==> config.mk <==
export PLATFORM = sky130hd
export DESIGN_NAME = simon_cbc_ctrl
export DESIGN_NICKNAME = d
export VERILOG_FILES = /design/src/rtl/simon_cbc_ctrl.sv
export SDC_FILE = /design/constraint.sdc
export NUM_CORES = 1
export LEC_CHECK = 0
export CORE_MARGIN = 2
export CORE_UTILIZATION = 45
export DETAILED_ROUTE_END_ITERATION = 6
export MAX_ROUTING_LAYER = met4
export PLACE_DENSITY = 0.75
export SYNTH_ARGS = -nofsm -noshare
export SYNTH_HDL_FRONTEND = slang
export SYNTH_SLANG_ARGS = --single-unit
==> constraint.sdc <==
create_clock -name clk -period 4.55 [get_ports clk]
set_input_delay 0.6825 -clock clk [delete_from_list [all_inputs] [get_ports clk]]
set_output_delay 0.6825 -clock clk [all_outputs]
set_load 0.02 [all_outputs]
==> src/rtl/simon_cbc_ctrl.sv <==
// CBC chaining controller in front of a SIMON 48/72 core.
// Optional ECB bypass port enabled by defining SIMON_CBC_ECB_BYPASS_EN.
module simon_cbc_ctrl #(
   parameter int N = 24
) (
   input  logic           clk,
   input  logic           nR,
   input  logic           mode_dec,
   input  logic           iv_load,
   input  logic [2*N-1:0] iv,
   input  logic           in_valid,
   output logic           in_ready,
   input  logic [2*N-1:0] in_data,
   output logic           out_valid,
   input  logic           out_ready,
   output logic [2*N-1:0] out_data,
`ifdef SIMON_CBC_ECB_BYPASS_EN
   input  logic           ecb_mode,
`endif
   input  logic           doneKey,
   output logic           newData,
   output logic [2*N-1:0] plain,
   output logic           enc_dec,
   input  logic           ldData,
   input  logic           doneData,
   output logic           readData,
   input  logic [2*N-1:0] cipher
);

   localparam int W = 2 * N;

   typedef enum logic [1:0] {
      IDLE,
      LOAD,
      BUSY,
      ACK
   } state_t;

   state_t         state;
   logic           dec_q;
   logic           ecb_q;
   logic [W-1:0]   chain;
   logic [W-1:0]   saved_in;

   logic           ecb_in;
   logic           accept;
   logic           out_free;
   logic [W-1:0]   in_mask;
   logic [W-1:0]   run_mask;

`ifdef SIMON_CBC_ECB_BYPASS_EN
   assign ecb_in = ecb_mode;
`else
   assign ecb_in = 1'b0;
`endif

   // iv_load wins over a block offered in the same cycle
   assign in_ready = (state == IDLE) & doneKey & ~iv_load;
   assign accept   = in_valid & in_ready;

   // output register may be overwritten when empty or drained this cycle
   assign out_free = ~out_valid | out_ready;

   // ECB blocks see an all-zero chain value
   assign in_mask  = ecb_in ? '0 : chain;
   assign run_mask = ecb_q ? '0 : chain;

   // block sequencer: host accept, core load, core result, core acknowledge
   always_ff @(posedge clk or negedge nR) begin
      if (!nR) begin
         state     <= IDLE;
         dec_q     <= 1'b0;
         ecb_q     <= 1'b0;
         chain     <= '0;
         saved_in  <= '0;
         out_valid <= 1'b0;
         out_data  <= '0;
         newData   <= 1'b0;
         readData  <= 1'b0;
         plain     <= '0;
         enc_dec   <= 1'b1;
      end else begin
         if (out_valid & out_ready) begin
            out_valid <= 1'b0;
         end
         unique case (state)
            IDLE: begin
               if (iv_load) begin
                  chain <= iv;
               end else if (accept) begin
                  dec_q   <= mode_dec;
                  ecb_q   <= ecb_in;
                  newData <= 1'b1;
                  state   <= LOAD;
                  if (mode_dec) begin
                     plain    <= in_data;
                     saved_in <= in_data;
                     enc_dec  <= 1'b0;
                  end else begin
                     plain   <= in_data ^ in_mask;
                     enc_dec <= 1'b1;
                  end
               end
            end
            LOAD: begin
               if (ldData) begin
                  newData <= 1'b0;
                  state   <= BUSY;
               end
            end
            BUSY: begin
               if (doneData & out_free) begin
                  out_valid <= 1'b1;
                  readData  <= 1'b1;
                  state     <= ACK;
                  if (dec_q) begin
                     out_data <= cipher ^ run_mask;
                     if (!ecb_q) begin
                        chain <= saved_in;
                     end
                  end else begin
                     out_data <= cipher;
                     if (!ecb_q) begin
                        chain <= cipher;
                     end
                  end
               end
            end
            ACK: begin
               if (!doneData) begin
                  readData <= 1'b0;
                  state    <= IDLE;
               end
            end
            default: begin
               state <= IDLE;
            end
         endcase
      end
   end

endmodule

# --- Yosys cells after proc, flatten, opt, wreduce, memory -nomap -nowiden ---
# Cells that the tools add are included.
classes:
  n_eq_ne: 9
  n_mux: 23
  bitwise_logic: 10
  reduce_logical: 11
ops:
  columns: ["cell", "count"]
  rows:
  - ["2-to-1 mux 48 bit", 5]
  - ["case mux 48 bit (2 select lines)", 1]
  - ["bitwise XOR 48 bit", 2]
  - ["!= test 2 bit (second input constant)", 6]
  - ["2-to-1 mux 2 bit", 5]
  - ["2-to-1 mux 1 bit", 9]
  - ["AND reduction 3 bit", 3]
  - ["case mux 2 bit (4 select lines)", 1]
  - ["AND reduction 4 bit", 2]
  - ["nonzero test 2 bit", 3]
  - ["AND 1 bit", 5]
  - ["AND reduction 5 bit", 1]
  - ["equality test 2 bit (second input constant)", 2]
  - ["case mux 1 bit (2 select lines)", 2]
  - ["equality test 2 x 1 -> 1 bit (second input constant)", 1]
  - ["logical NOT 2 bit", 1]
  - ["NOT 1 bit", 2]
  - ["AND reduction 2 bit", 1]
  - ["bitwise OR 1 bit", 1]
totals:
  reg_bits: 199
  in_bits: 153
  out_inout_bits: 101
  word_cells: 63

# --- Depth between registers and ports, before layout ---
# Gate-level depths: netlist of run 1.
logic_depth:
  depth_word: 7
  depth_mapped: 8
  mapped_depth_nobuf: 6

# --- Worst setup path before layout of run 1 ---
# OpenSTA, ideal clock, no wires.
synth_path:
  path_kind: "input -> register"
  startpoint: "in iv_load"
  endpoint: "reg chain[27]"
  arrival_time_ns: 1.717
  required_ns: 4.423
  path_slack_ns: 2.705
  cell_stages: 5
  n_path_buf: 2
  cell_sequence: "and2b_1 nor3_2 buf_6 buf_6 mux2_1"
synth_between:
  elab_chain_len: 2
synth_rtl:
  columns: ["item", "line", "source"]
  rows:
  - ["start, declared", "9", "input logic iv_load,"]
  - ["!= test 2 bit (no line)", null, null]
  - ["AND reduction 3 bit (no line)", null, null]
  - ["end signal, assigned", "89", "chain <= iv;"]
  - ["end signal, assigned", "119", "chain <= saved_in;"]
  - ["end signal, assigned", "124", "chain <= cipher;"]
  - ["end, declared", "42", "logic [W-1:0] chain;"]
# No other way between the ends.
# A chain may end at the register's enable or synchronous reset.

# --- Worst setup path after layout of run 1 ---
layout_path:
  startpoint: "in iv_load"
  endpoint: "out in_ready"
layout_between:
  elab_chain_len: 2
layout_rtl:
  columns: ["item", "line", "source"]
  rows:
  - ["NOT 1 bit (no line)", null, null]
  - ["AND 1 bit", "58", "assign in_ready = (state == IDLE) & doneKey & ~iv_load;"]
  - ["end, declared", "12", "output logic in_ready,"]
# No other way between the ends.

==> results summary, run 1 <==
The run finished with clean final reports. The switching portion of total power is 0.374. The biggest area contributor in the post-synthesis netlist is dfrtp_1. The detailed placement HPWL came out at between 15,000 and 20,000 microns.

Data on the critical path is required at its endpoint by 3.87 ns. Summing all non-filler instances in the final layout gives an area of about 13,000 sq um. The iteration-0 DRC count of the detailed router is 237.

The post-route fraction of the period consumed by the critical path came out at 0.643. The number of nets with antenna violations after detailed routing is 0. The mean instance size in the synthesized netlist is 10.8 sq um.

The number of buffers inserted for hold repair after clock tree synthesis came out at 0. The cell area after synthesis came out at slightly below 10,000 sq um. The first-pass GRT wire length came out at just under 40,000 microns. The number of detailed-routing iterations run before antenna repair came out at 7. The die is roughly 150 microns wide. The synthesized instance count is 915. The fraction of layout instances using a drive strength above 1 is 0.110. The net count of the mapped netlist is ~1,100. The overall die height is about 150 microns. The total vias in the final route came out at 7,181.

The number of global-route vias before repair came out at about 7,300. The total number of H-tree levels came out at 4. The core region is approximately 22,000 sq um. The number of nets in the final layout is 1,295. The number of warnings issued by yosys came out at 0.

The mean routed wirelength per cell came out at between 15 and 20 microns. The final layout contains routed wiring with a total length of 24,400 microns. The total congestion overflow came out at 0. VDD sags by at most 400 uV. The longest clock path from root to sink contains 2 buffers. The library cells used most frequently in the layout, excluding fill and tap cells, are 251 x clkdlybuf4s50_1, 197 x dfrtp_1, 101 x nand2_1. After synthesis, the cell types taking the most area are dfrtp_1 50%, mux2_4 7.3%, a21oi_1 4.9%. The pre-CTS setup slack came out at 1.57 ns. Once routing completed, OpenROAD measured the worst setup slack at about 1.6 ns. The area fraction of the dominant cell type after synthesis is 0.503. The detailed-route vias per instance came out at roughly 5.0.

The number of input and output port buffers inserted is ~250. The number of antenna violations at the first check in global routing is 1. The total net switching power is between 3 and 4 mW. The die covers 23,100 sq um. At the pin with the least slew margin, the transition time is approximately 1.1 ns. Synthesis inferred 199 register bits. After clock tree synthesis, the clock-pin slew on the worst setup and hold paths is approximately 0.080 ns. Setup repair after global routing left no endpoint under its margin. The worst setup path is captured at an output pin. The critical-path maximum fanout is 4. Setup violations remaining at the end of the flow were counted as 0.

For the worst setup path, the data arrival time is 2.24 ns. The final setup TNS came out at 0 ns. Entering global routing, the biggest net connects 105 pins. The classification of the worst-slack hold path is primary input to asynchronous set/reset pin.

The clock insertion delay at the later pin of the skew report came out at 0.42 ns. The overall fraction of global-route tracks in use is 0.221. The number of buffers added by the clock tree synthesis step came out at 17.

The number of pins exceeding their max-slew limit in the final report came out at 0. The highest clock rate came out at approximately 0.34 GHz. The register area share after synthesis is 0.506. The CTS tree is yes. The post-synthesis to final-layout area growth came out at 33.3%. Max-cap violations in this run came to 0. The clock power share is 0.170.

The library cell used most frequently in the layout, excluding fill and tap cells, is clkdlybuf4s50_1. The clock period minus final worst setup slack came out at 2.92 ns. The setup path with the least slack is of type primary input to output pin. The initial standard-cell utilization of the core came out at 0.454. The clock tree root buffer cell is clkbuf_16. The post-cts sizing count came out at 0. The last weighted congestion value of the routability-driven placer came out at 0.785.

Synthesis instantiated 32 different standard cells from the library. In this run the tightest slew margin relative to its limit is 0.265. In this run the post-CTS setup repair buffer count came out at 0. The share of total power dissipated in combinational logic is 0.474. The sum of internal, switching and leakage power is 8.99 mW. For this run, design rule violations remaining after detail routing come to 0. The clock skew is around 0.011 ns. The number of ports placed on the die boundary is ~250. The floorplan has 54 rows. The sequential cell fraction of total power is 0.356.

The number of clock sinks seen by CTS came out at between 150 and 200. The number of inserted filler cells in the final layout is around 1,800. The total cell area at the placement stage came out at about 13,000 sq um.

The internal power contribution came out at 5.63 mW. The total leakage power came out at 5.63 nW. The power per cell area is between 600 and 700 nW/um^2. The hold violation count in the final report came out at 0.

The kind of launch point of the worst setup path is a primary input.
cell families after synthesis:
| group | after synthesis | synth area share |
|---|---|---|
| compound gates | 153 | 0.0796 |
| xor+xnor | 96 | 0.0853 |
| simple gates | 257 | 0.114 |
| flops | 199 | 0.506 |
| mux | 145 | 0.178 |
| fa+ha+maj | 4 | 0.00508 |
| buf+inv | 61 | 0.0328 |
through the flow:
| stage | cells | util | hold slack, ns |
|---|---|---|---|
| floorplan | 915 | - | 0.387 |
| global placement | 1399 | 0.579 | 0.461 |
| detailed placement | 1399 | 0.579 | 0.470 |
| CTS | 1430 | 0.606 | 0.382 |
| global route | 1431 | 0.606 | 0.421 |
| finish | 1431 | 0.606 | 0.325 |
Yosys cell counts:
cell type  count
mux2_4        48
a21boi_1       1
nand2_1      101
xnor2_1       48
inv_1          3
o21ai_0       49
a21oi_1       97
and2b_1        1
dfrtp_1      198
ha_1           4
mux2_1        20
and3_1         2
buf_1          1
nor2_1        98
buf_2         27
dfstp_2        1
buf_6          8
a22oi_1        1
nand3_1        2
o21bai_1       1
and2_1         1
nand2b_4       1
a2bb2oi_1      1
clkbuf_1      22
nand2_2        1
xor2_1        48
mux2_2        29
o21a_1         3
nor3_2         1
mux2i_1       48
nor3b_1        1
nor2b_1       48
metal layers:
layer,share of wire,vias up,wire [microns],GRT usage
li1,-,3494,-,-
met1,0.46,3465,11100,0.294
met2,0.48,200,11700,0.346
met3,0.047,22,1150,0.0445
met4,0.016,0,378,0.0636
met5,0,-,0,-
final cells by class:
type                            count  area (sq um)  share of cell area
Inverter                            3          11.3            0.000857
Sequential cell                   199          4980               0.379
Multi-Input combinational cell    655          4590               0.349
Antenna cell                        1          2.50            0.000190
Clock inverter                     12           134              0.0102
Tap cell                          280           350              0.0267
Clock buffer                       19           453              0.0345
Timing Repair Buffer              262          2610               0.199
critical path, cell delays in order:
cell and delay [ns]:
clkdlybuf4s50_1 0.42, and2b_1 0.34, and2_1 0.17, clkdlybuf4s50_1 0.63
registers in the layout (all words and copies together) (netlist names):
| signal | count |
|---|---|
| out_valid | 1 |
| enc_dec | 1 |
| plain | 48 |
| state | 2 |
| dec_q | 1 |
| out_data | 48 |
| newData | 1 |
| chain | 48 |
| saved_in | 48 |
| readData | 1 |
path summary, 6_finish.rpt:
| check | start | endpoint | slack (ns) | cells past startpoint |
|---|---|---|---|---|
| hold reg to reg | plain[33] | plain[33] | 0.48 | 2 |
| min in group clk | plain[33] | plain[33] | 0.48 | 2 |
| setup / recovery | iv_load | in_ready | 1.63 | 4 |
| max in group asynchronous | nR | dec_q | 3.21 | 2 |
| hold / removal | nR | out_data[45] | 0.32 | 1 |
| setup reg to reg | state[0] | out_data[37] | 2.01 | 5 |
power by group through the flow:
stage / Sequential, mW / Combinational [mW] / Clock, mW
floorplan: 3.57 / 2.38 / 0
global placement: 3.21 / 4.21 / 0
detailed placement: 3.22 / 4.31 / 0
CTS: 3.21 / 4.32 / 1.56
global route: 3.32 / 4.66 / 1.64
finish: 3.20 / 4.27 / 1.52
Power figures use the tool's default switching activity.
==> run 2, diff against run 1 <==
==> constraint.sdc (replaced) <==
create_clock -name clk -period 3.06 [get_ports clk]
set_input_delay 0.459 -clock clk [delete_from_list [all_inputs] [get_ports clk]]
set_output_delay 0.459 -clock clk [all_outputs]
set_load 0.02 [all_outputs]
==> run 2 against run 1 <==
Against the previous run:
- combinational power increased by 49%
- total power is 50% higher
- highest routed layer unchanged
- non-clock buffer count rose by 7
- design area grew 0.91%
- utilization grew 0.55 points
- clock power up 52%
- largest power group unchanged
- final cell count rose by 0.56%
==> results summary, run 2 (same netlist as run 1, synthesis figures left out) <==
The min-delay analysis places its worst path in the category primary input to asynchronous set/reset pin. Counting along the longest clock path gives a buffer depth of 2. Across the whole layout, storage elements account for around 5000 sq um. The number of pins exceeding their max-slew limit in the final report is 0. The final layout contains routed wiring with a total length of ~25,000 microns. The kind of launch point of the worst setup path is a register. The initial standard-cell utilization of the core came out at 0.454. TritonCTS built the clock tree.

The peak ir drop on the vdd network came out at 501 uV. The area used by multi-input combinational logic came out at 4590 sq um. The clock insertion delay at the later pin of the skew report is 0.43 ns. The pre-CTS setup slack is ~0.55 ns. After clock tree synthesis, the clock-pin slew on the worst setup and hold paths is 0.08 ns.

The detailed placement HPWL is 17,100 microns. The number of inserted filler cells in the final layout came out at about 1,800. In the layout the commonest cells are 251 x clkdlybuf4s50_1, 197 x dfrtp_1, 101 x nand2_1.

Post-CTS repair changed the size of 0 cells. The worst-case headroom to the max-slew limit came out at 0.537. Cell internal power was estimated by the tool at 8.48 mW. For the pin with the worst max-slew slack, the measured transition is a little under 0.7 ns. The critical path in this run is classified as register to output pin. The fraction of layout instances using a drive strength above 1 is 0.116. The area growth from synthesis to layout is 34.5%. The required time of the worst setup path is 2.60 ns. The share of total power dissipated in combinational logic is 0.472. The last weighted congestion value of the routability-driven placer came out at 0.786. The internal reg-to-reg setup slack is 0.75 ns.

The endpoint of the worst-slack reg-to-reg timing path is chain[36]. After detailed routing, the average wire length per cell comes to ~17 microns. The remaining design rule violation count came out at 0.

The clock skew came out at 0.0105 ns. In the global route stage, overall resource usage came out at 0.225. The number of antenna violations at the first check in global routing is 1. The analysis attributes to cell leakage a power of roughly 5.7 nW. The number of global-route vias before repair came to 7,468. The detail route stage leaves a number of antenna-violating nets equal to 0. The number of input and output port buffers inserted came out at 253. The number of buffers inserted for hold repair after clock tree synthesis came out at 0. The total number of H-tree levels is 4. CTS placed an instance of clkbuf_16 at the clock tree root. The clock period minus final worst setup slack came out at 2.72 ns.

Buffers inserted during clock tree synthesis total 17. The die area is roughly 23,000 sq um. The number of ports placed on the die boundary came out at 254. The maximum number of pins on one net before global-route repair came out at around 80. The number of clock sinks seen by CTS is 199.

The total congestion overflow is 0. The worst hold slack is around 0.050 ns. The number of detailed-routing iterations run before antenna repair came out at 6.

The final setup TNS is 0 ns. Dividing the detail-routed via count by the number of cells gives 5.01. The die is 152 microns tall. The hold violation count in the final report is 0. The utilization after layout came out at 0.611. The library cell used most frequently in the layout, excluding fill and tap cells, is clkdlybuf4s50_1. The worst setup path is captured at an output pin. Of the total power, the share spent switching nets is 0.373. In this run the post-CTS setup repair buffer count came out at 0.

The die outline width came out at 152 microns. The clock power share came out at 0.171. The first-pass GRT wire length came out at 40,400 microns. The final worst setup slack came out at about 0.34 ns. The core box area came out at 21,700 sq um. The row count is 54. The power per cell area is just over 1000 nW/um^2.

Timing would allow up to 0.368 GHz. The total net switching power is 5.04 mW. Dividing the final minimum period by the clock period gives 0.888. The iteration-0 DRC count of the detailed router is 240. The critical path data arrival time is 2.26 ns.

Setup repair after global routing left no endpoint under its margin. The worst register-to-register path has a depth of 6. The sequential cell fraction of total power is 0.357. The number of max-cap violations is 0. The net count of the finished layout is 1,302. The run finished with clean final reports.

The total vias in the final route came out at roughly 7,200. The source of the worst register-to-register timing path is state[0]. Setup violations remaining at the end of the flow were counted as 0. The critical-path maximum fanout came out at 4.
## run 2: cell type report
class                           count  area share
Inverter                            3    0.000849
Multi-Input combinational cell    655       0.346
Sequential cell                   199       0.376
Clock inverter                     13      0.0121
Clock buffer                       19      0.0334
Tap cell                          280      0.0264
Timing Repair Buffer              269       0.205
Antenna cell                        1    0.000189
## run 2: routing by layer
metal  global-route usage  up-vias  wire length [microns]
met1                0.291     3503                  11300
li1                     -     3504                      -
met4               0.0619        0                    385
met2                0.368      178                  12100
met5                    -        -                      0
met3               0.0416       26                   1030
## run 2: stage by stage
stage,instance area (sq um),instances,total power [mW]
after global routing,13300,1439,14.4
final,13300,1439,13.5
after CTS,13300,1438,13.6
after global placement,12700,1406,11.1
after floorplan,9850,915,8.85
after detailed placement,12700,1406,11.3
## run 2: critical path, cell delays in order (launching register included)
cell and delay, ns:
dfrtp_1 0.42, inv_1 0.13, ha_1 0.20, and2b_1 0.27, and2_1 0.20, clkdlybuf4s50_1 0.61
## run 2: worst max-delay path by stage
stage	cells past startpoint	slack [ns]	startpoint	to
detailed placement	4	0.55	iv_load	in_ready
finish	5	0.34	state[0]	in_ready
floorplan	7	1.26	state[0]	chain[27]
CTS	5	0.30	state[0]	in_ready
global placement	4	0.56	iv_load	in_ready
global route	5	0.26	state[0]	in_ready
## run 2: power groups by stage
stage	logic, mW	clock network [mW]	registers [mW]
after floorplan	3.54	0	5.31
after global placement	6.25	0	4.83
after detailed placement	6.44	0	4.85
after CTS	6.44	2.37	4.83
after global routing	6.92	2.47	5.00
final	6.38	2.31	4.83
